<file path="config.mk">
export PLATFORM = sky130hd
export DESIGN_NAME = fft_stage_ctrl_flat
export DESIGN_NICKNAME = d
export VERILOG_FILES = /design/src/rtl/fft_stage_ctrl_if.sv /design/src/rtl/fft_stage_ctrl.sv /design/src/flat_wrapper.sv
export SDC_FILE = /design/constraint.sdc
export NUM_CORES = 1
export LEC_CHECK = 0
export CAP_MARGIN = 30
export CORE_MARGIN = 2
export CORE_UTILIZATION = 40
export CTS_CLUSTER_DIAMETER = 150
export DETAILED_ROUTE_END_ITERATION = 7
export PLACE_DENSITY = 0.73
export SLEW_MARGIN = 20
export SYNTH_ARGS = -nofsm -noshare
export SYNTH_HDL_FRONTEND = slang
export SYNTH_SLANG_ARGS = --single-unit
</file>
<file path="constraint.sdc">
create_clock -name clk -period 2.9 [get_ports clk]
set_input_delay 0.87 -clock clk [delete_from_list [all_inputs] [get_ports clk]]
set_output_delay 0.87 -clock clk [all_outputs]
set_load 0.01 [all_outputs]
</file>
<file path="src/rtl/fft_stage_ctrl_if.sv">
// rtl/fft_stage_ctrl_if.sv - control/status bundle between the FFT stage sequencer and its consumers
// Ports (slave = sequencer side):
//   start       in   request one full transform
//   busy, done  out  transform status
//   lay_cnt, r_lay_cnt, bf_cnt, rd_en              out  read-side sequencing
//   wr_en, wr_lay_cnt, wr_bf_cnt, layer_done       out  write-back side sequencing
interface fft_stage_ctrl_if #(
    parameter int LOG2N = 7
);
    localparam int LW = $clog2(LOG2N);
    localparam int BW = LOG2N - 1;

    logic          start;
    logic          busy;
    logic          done;
    logic [LW-1:0] lay_cnt;
    logic [LOG2N-1:0] r_lay_cnt;
    logic [BW-1:0] bf_cnt;
    logic          rd_en;
    logic          wr_en;
    logic [LW-1:0] wr_lay_cnt;
    logic [BW-1:0] wr_bf_cnt;
    logic          layer_done;

    modport slave (
        input  start,
        output busy, done, lay_cnt, r_lay_cnt, bf_cnt, rd_en,
               wr_en, wr_lay_cnt, wr_bf_cnt, layer_done
    );

    modport master (
        output start,
        input  busy, done, lay_cnt, r_lay_cnt, bf_cnt, rd_en,
               wr_en, wr_lay_cnt, wr_bf_cnt, layer_done
    );
endinterface

</file>
<file path="src/rtl/fft_stage_ctrl.sv">
// rtl/fft_stage_ctrl.sv - layer/butterfly sequencer for an in-place radix-2 FFT core
// Ports:
//   clk    in  system clock, rising edge
//   rst_n  in  asynchronous active-low reset
//   bus    fft_stage_ctrl_if.slave: start in; busy, done, lay_cnt, r_lay_cnt,
//          bf_cnt, rd_en, wr_en, wr_lay_cnt, wr_bf_cnt, layer_done out
// Every output is a flop; the write-back side is a BF_LAT-deep delay of the read side.
module fft_stage_ctrl #(
    parameter int LOG2N  = 7,
    parameter int BF_LAT = 4
) (
    input  logic clk,
    input  logic rst_n,
    fft_stage_ctrl_if.slave bus
);
    localparam int LW = $clog2(LOG2N);
    localparam int BW = LOG2N - 1;
    localparam logic [BW-1:0] BF_LAST  = '1;
    localparam logic [LW-1:0] LAY_LAST = LW'(LOG2N - 1);

    typedef enum logic [1:0] {S_IDLE, S_RUN, S_DRAIN, S_DONE} state_t;

    state_t r_state, w_state_nxt;

    logic             r_busy, r_done, r_rd_en, r_layer_done;
    logic [LW-1:0]    r_lay;
    logic [LOG2N-1:0] r_lay_oh;
    logic [BW-1:0]    r_bf;

    logic             w_busy_nxt, w_done_nxt, w_rd_en_nxt, w_layer_done_nxt;
    logic [LW-1:0]    w_lay_nxt;
    logic [LOG2N-1:0] w_lay_oh_nxt;
    logic [BW-1:0]    w_bf_nxt;

    // Write-back delay line, stage BF_LAT drives the wr_* outputs.
    logic          r_dly_en  [1:BF_LAT];
    logic [LW-1:0] r_dly_lay [1:BF_LAT];
    logic [BW-1:0] r_dly_bf  [1:BF_LAT];

    // What the write side will show next cycle; used so layer_done can be a
    // flop yet still line up with the last write-back of the layer.
    logic          w_pre_en;
    logic [BW-1:0] w_pre_bf;

    generate
        if (BF_LAT == 1) begin : g_pre_head
            assign w_pre_en = r_rd_en;
            assign w_pre_bf = r_bf;
        end else begin : g_pre_dly
            assign w_pre_en = r_dly_en[BF_LAT-1];
            assign w_pre_bf = r_dly_bf[BF_LAT-1];
        end
    endgenerate

    // State and output registers
    always_ff @(posedge clk or negedge rst_n) begin
        if (!rst_n) begin
            r_state      <= S_IDLE;
            r_busy       <= 1'b0;
            r_done       <= 1'b0;
            r_rd_en      <= 1'b0;
            r_layer_done <= 1'b0;
            r_lay        <= '0;
            r_lay_oh     <= LOG2N'(1);
            r_bf         <= '0;
        end else begin
            r_state      <= w_state_nxt;
            r_busy       <= w_busy_nxt;
            r_done       <= w_done_nxt;
            r_rd_en      <= w_rd_en_nxt;
            r_layer_done <= w_layer_done_nxt;
            r_lay        <= w_lay_nxt;
            r_lay_oh     <= w_lay_oh_nxt;
            r_bf         <= w_bf_nxt;
        end
    end

    // Next state. The layer ends when its last write-back is on the bus
    // (r_layer_done), so the next layer never reads stale RAM contents.
    always_comb begin
        w_state_nxt = r_state;
        case (r_state)
            S_IDLE:  if (bus.start) w_state_nxt = S_RUN;
            S_RUN:   if (r_bf == BF_LAST) w_state_nxt = S_DRAIN;
            S_DRAIN: if (r_layer_done) w_state_nxt = (r_lay == LAY_LAST) ? S_DONE : S_RUN;
            S_DONE:  w_state_nxt = S_IDLE;
            default: w_state_nxt = S_IDLE;
        endcase
    end

    // Output values for the state being entered
    always_comb begin
        w_busy_nxt       = r_busy;
        w_done_nxt       = 1'b0;
        w_rd_en_nxt      = 1'b0;
        w_lay_nxt        = r_lay;
        w_lay_oh_nxt     = r_lay_oh;
        w_bf_nxt         = r_bf;
        w_layer_done_nxt = w_pre_en && (w_pre_bf == BF_LAST);
        case (w_state_nxt)
            S_RUN: begin
                w_busy_nxt  = 1'b1;
                w_rd_en_nxt = 1'b1;
                if (r_state == S_RUN) begin
                    w_bf_nxt = r_bf + BW'(1);
                end else if (r_state == S_DRAIN) begin
                    w_lay_nxt    = r_lay + LW'(1);
                    w_lay_oh_nxt = {r_lay_oh[LOG2N-2:0], 1'b0};
                    w_bf_nxt     = '0;
                end else begin
                    w_lay_nxt    = '0;
                    w_lay_oh_nxt = LOG2N'(1);
                    w_bf_nxt     = '0;
                end
            end
            S_DRAIN: begin
                w_busy_nxt = 1'b1;
                w_bf_nxt   = '0;
            end
            S_DONE: begin
                w_busy_nxt   = 1'b0;
                w_done_nxt   = 1'b1;
                w_lay_nxt    = '0;
                w_lay_oh_nxt = LOG2N'(1);
                w_bf_nxt     = '0;
            end
            default: begin
                w_busy_nxt   = 1'b0;
                w_lay_nxt    = '0;
                w_lay_oh_nxt = LOG2N'(1);
                w_bf_nxt     = '0;
            end
        endcase
    end

    always_ff @(posedge clk or negedge rst_n) begin
        if (!rst_n) begin
            for (int i = 1; i <= BF_LAT; i++) begin
                r_dly_en[i]  <= 1'b0;
                r_dly_lay[i] <= '0;
                r_dly_bf[i]  <= '0;
            end
        end else begin
            r_dly_en[1]  <= r_rd_en;
            r_dly_lay[1] <= r_lay;
            r_dly_bf[1]  <= r_bf;
            for (int i = 2; i <= BF_LAT; i++) begin
                r_dly_en[i]  <= r_dly_en[i-1];
                r_dly_lay[i] <= r_dly_lay[i-1];
                r_dly_bf[i]  <= r_dly_bf[i-1];
            end
        end
    end

    assign bus.busy       = r_busy;
    assign bus.done       = r_done;
    assign bus.lay_cnt    = r_lay;
    assign bus.r_lay_cnt  = r_lay_oh;
    assign bus.bf_cnt     = r_bf;
    assign bus.rd_en      = r_rd_en;
    assign bus.layer_done = r_layer_done;
    assign bus.wr_en      = r_dly_en[BF_LAT];
    assign bus.wr_lay_cnt = r_dly_lay[BF_LAT];
    assign bus.wr_bf_cnt  = r_dly_bf[BF_LAT];
endmodule

</file>
<file path="src/flat_wrapper.sv">
// flat-port wrapper written by rule: the top's interface ports become plain ports
module fft_stage_ctrl_flat 
#(
    parameter int LOG2N  = 7,
    parameter int BF_LAT = 4
)
  (clk, rst_n, bus_start, bus_busy, bus_done, bus_lay_cnt, bus_r_lay_cnt, bus_bf_cnt, bus_rd_en, bus_wr_en, bus_wr_lay_cnt, bus_wr_bf_cnt, bus_layer_done);
  fft_stage_ctrl_if #(.LOG2N(LOG2N)) bus_i ();
  input  logic clk;
  input  logic rst_n;
  input wire logic [$bits(bus_i.start)-1:0] bus_start;
  output wire logic [$bits(bus_i.busy)-1:0] bus_busy;
  output wire logic [$bits(bus_i.done)-1:0] bus_done;
  output wire logic [$bits(bus_i.lay_cnt)-1:0] bus_lay_cnt;
  output wire logic [$bits(bus_i.r_lay_cnt)-1:0] bus_r_lay_cnt;
  output wire logic [$bits(bus_i.bf_cnt)-1:0] bus_bf_cnt;
  output wire logic [$bits(bus_i.rd_en)-1:0] bus_rd_en;
  output wire logic [$bits(bus_i.wr_en)-1:0] bus_wr_en;
  output wire logic [$bits(bus_i.wr_lay_cnt)-1:0] bus_wr_lay_cnt;
  output wire logic [$bits(bus_i.wr_bf_cnt)-1:0] bus_wr_bf_cnt;
  output wire logic [$bits(bus_i.layer_done)-1:0] bus_layer_done;
  assign bus_i.start = bus_start;
  assign bus_busy = bus_i.busy;
  assign bus_done = bus_i.done;
  assign bus_lay_cnt = bus_i.lay_cnt;
  assign bus_r_lay_cnt = bus_i.r_lay_cnt;
  assign bus_bf_cnt = bus_i.bf_cnt;
  assign bus_rd_en = bus_i.rd_en;
  assign bus_wr_en = bus_i.wr_en;
  assign bus_wr_lay_cnt = bus_i.wr_lay_cnt;
  assign bus_wr_bf_cnt = bus_i.wr_bf_cnt;
  assign bus_layer_done = bus_i.layer_done;
  fft_stage_ctrl #(.LOG2N(LOG2N), .BF_LAT(BF_LAT)) u_core (.clk(clk), .rst_n(rst_n), .bus(bus_i));
endmodule
</file>
==> flow_summary_export.csv <==
group,metric,value,unit
run_status,status,"finished clean",
pwr,sequentialPowerShare,48.7,%
grt,grt_first_pass_wirelength,5350,um
final_layout,multi_input_area,375,um2
grt,use_met3,4.69,%
timing,grt_setup_unrepaired,"false",
grt,grt_max_degree,35,
pwr,p_leak,1.14,nW
clock_network,cts_tree,"done",
timing,worst_hold_slack,0.346,ns
clock_network,htreeDepth,3,
final_layout,nNetsFinal,170,
detailed_routing,remaining_drc_errors,0,
grt,overflow,0,
logic_synthesis,synth_warnings,0,
setup_path,cp-end-kind,"output port",
detailed_routing,totalWireLength,3310,um
clock_network,root_buffer,"clkbuf_8",
timing,slew_violations,0,
detailed_routing,first_pass_iters,4,
setup_path,cp_slowest_cell,"clkdlybuf4s50_1",
clock_network,cts.sinks,62,
logic_synthesis,synth_cells,131,
clock_network,clk_path_buf_depth,2,
grt,grt_pass1_vias,1114,
final_layout,fin_util,54.0,%
setup_path,cp_slowest_stage_delay,0.61,ns
placed_design,dp_cells,220,
pwr,p_int,1.44,mW
logic_synthesis,ys_types,30,
grt,grt-busiest-layer,"met2",
logic_synthesis,avgSynthCellArea,15.5,um2
pwr,powerDensity,682,nW/um2
setup_path,arrival,1.52,ns
logic_synthesis,synth-seq-area-share,76.5,%
setup_path,r2r_setup_slack,1.33,ns
clock_network,hold_buffers,0,
setup_path,crit_type,"flip-flop to output port",
logic_synthesis,netlist_area,2030,um2
final_layout,n_fill_cell,403,
placed_design,io_buffer_count,32,
setup_path,crit_chain,"clkdlybuf4s50_1",
detailed_routing,vias,1086,
timing,finalSetupTns,0,ns
detailed_routing,first_iter_violations,56,
logic_synthesis,ys_ff_latch,62,
job,cap_violations,0,
placed_design,place_hpwl,2140,um
final_layout,final_cells,236,
die,die_y,75.2,um
detailed_routing,avgRoutedWirePerCell,14.0,um
worst_hold_path,hold_path.class,"flip-flop to flip-flop",
detailed_routing,routed_via_density,4.60,
pwr,p_clk_share,50.0,%
setup_path,required,2.03,ns
timing,finalSetupViolCount,0,
clock_network,post_cts_buffers,0,
timing,finalCriticalPeriod,2.39,ns
final_layout,syn_to_final_growth,28.2,%
die,initial_utilization,42.1,%
timing,tightest_slew,0.652,ns
pwr,pwr-share-comb,1.3,%
placed_design,gp_congestion,0.771,
grt,grtUsageTotal,13.7,%
setup_path,crit_family,"buffers and inverters",
clock_network,clock_latency,0.33,ns
placed_design,dp_slack,0.878,ns
die,die_w,75.2,um
clock_network,clkTransAtPathRegs,0.07,ns
pwr,vdd_drop_max,0.315,mV
clock_network,cts_buffers,9,
die,die_area,5660,um2
final_layout,seq_area,1550,um2
setup_path,crit_buf_inv,1,
grt,use_met2,21.2,%
final_layout,antenna_cells,0,
setup_path,cp_max_fo,9,
grt,antenna_found_initial,0,
final_layout,final_area,2600,um2
timing,setup_ws,0.508,ns
placed_design,place_area,2370,um2
pwr,power_switching,339,uW
timing,clock.fmax,0.418,GHz
timing,finalCritPeriodShare,82.5,%
setup_path,startpoint_type,"flip-flop",
pwr,totalPowerFinal,1.77,mW
timing,fin_worst_skew,0.00403,ns
die,row_count,25,
logic_synthesis,syn_nets,137,
final_layout,drive_gt1_share,13.6,%
grt,met1_usage,16.0,%
die,pin_count,33,
clock_network,cts_resized,0,
pwr,switching_share,19.1,%
timing,slew_headroom,56.5,%
timing,final-hold-violation-count,0,
detailed_routing,ant_nets,0,
die,core,4820,um2
==> worst register-to-register path: cells and delay by family, from the launching register on <==
family                   cells  cell delay, ns
AO/OA/AOI/OAI                2            0.58
adder cells (fa/ha/maj)      1            0.27
flip-flops                   1            0.46
AND/OR/NAND/NOR              1            0.09
==> layout by cell type (no fill, tap or decap), drive strengths merged, types with 2 or more instances in the layout <==
master | Yosys | layout
a22o | 7 | 7
nand3 | 4 | 4
buf | 11 | 2
nand2b | 2 | 2
a21oi | 5 | 5
ha | 3 | 3
clkdlybuf4s50 | 0 | 31
xor2 | 2 | 2
bufinv | 0 | 3
clkinv | 0 | 3
nor2 | 7 | 7
o21ai | 4 | 4
nand2 | 4 | 4
clkbuf | 0 | 9
inv | 5 | 5
dfrtp | 61 | 61
==> area by class of cell <==
class                           instances  area share, %
Tap cell                               67           3.22
Inverter                                5          0.721
Clock buffer                            9           4.76
Multi-Input combinational cell         53           14.4
Timing Repair Buffer                   33           12.9
Clock inverter                          7           4.33
Sequential cell                        62           59.7
==> flip-flops by register name, indices dropped and copies added, names as in the netlist <==
| name | cells |
|---|---|
| u_core.bus.bf_cnt | 6 |
| u_core.bus.busy | 1 |
| u_core.bus.done | 1 |
| u_core.bus.lay_cnt | 3 |
| u_core.bus.layer_done | 1 |
| u_core.bus.r_lay_cnt | 7 |
| u_core.bus.rd_en | 1 |
| u_core.bus.wr_bf_cnt | 6 |
| u_core.bus.wr_en | 1 |
| u_core.bus.wr_lay_cnt | 3 |
| u_core.r_dly_bf | 12 |
| u_core.r_dly_en | 2 |
| u_core.r_dly_lay | 9 |
| u_core.r_state | 2 |
| u_core.w_pre_bf | 6 |
| u_core.w_pre_en | 1 |
==> path summary, 6_finish.rpt <==
path | cells after the start | start | endpoint
max in group asynchronous | 2 | rst_n | u_core.bus.bf_cnt[4]
max reg2reg | 4 | u_core.bus.bf_cnt[0] | u_core.bus.rd_en
min in group asynchronous | 1 | rst_n | u_core.r_dly_en[2]
min reg2reg | 0 | u_core.r_dly_bf[22] | u_core.r_dly_bf[16]
max | 1 | u_core.bus.layer_done | bus_layer_done
min | 0 | u_core.r_dly_bf[22] | u_core.r_dly_bf[16]
==> layer usage <==
layer / share of wire (%) / vias up / wire length (um)
li1: - / 501 / -
met1: 41 / 551 / 1360
met2: 53 / 27 / 1740
met3: 4.0 / 7 / 134
met4: 2.4 / 0 / 79
met5: 0 / - / 0
==> Yosys cell counts <==
library cell	instances	area (um2)
dfrtp_1	61	1530
buf_4	11	82.6
a22o_1	7	61.3
nor2_1	7	26.3
a21oi_1	5	25.0
inv_1	5	18.8
nand3_1	4	20.0
ha_1	3	37.5
nand2_1	3	11.3
o21ai_0	3	15.0
nand2b_1	2	12.5
xor2_1	2	17.5
a21o_1	1	7.51
a31oi_1	1	6.26
and3_1	1	6.26
dfstp_2	1	26.3
mux2_4	1	15.0
nand2_2	1	6.26
nand4_1	1	6.26
nor2b_1	1	6.26
nor3_1	1	5.00
nor3b_4	1	18.8
o211a_1	1	10.0
o21ai_4	1	16.3
o21bai_1	1	7.51
o22ai_1	1	6.26
o31ai_1	1	7.51
o32ai_1	1	8.76
or3_1	1	6.26
xnor2_1	1	8.76
==> power groups by stage <==
stage	logic, mW	clock network, mW	registers (mW)
floorplan	0.00121	0	0.881
global placement	0.0223	0	0.881
detailed placement	0.0236	0	0.881
CTS	0.0237	0.901	0.865
global route	0.0270	0.936	0.864
finish	0.0223	0.888	0.865
==> cell families after synthesis <==
group	Yosys count	share of synthesized area, %
flops	62	76.5
compound gates	23	8.45
simple gates	23	6.17
buf+inv	16	4.99
xor+xnor	3	1.29
fa+ha+maj	3	1.85
mux	1	0.740
Note: power is estimated with default switching activity, not from simulation.
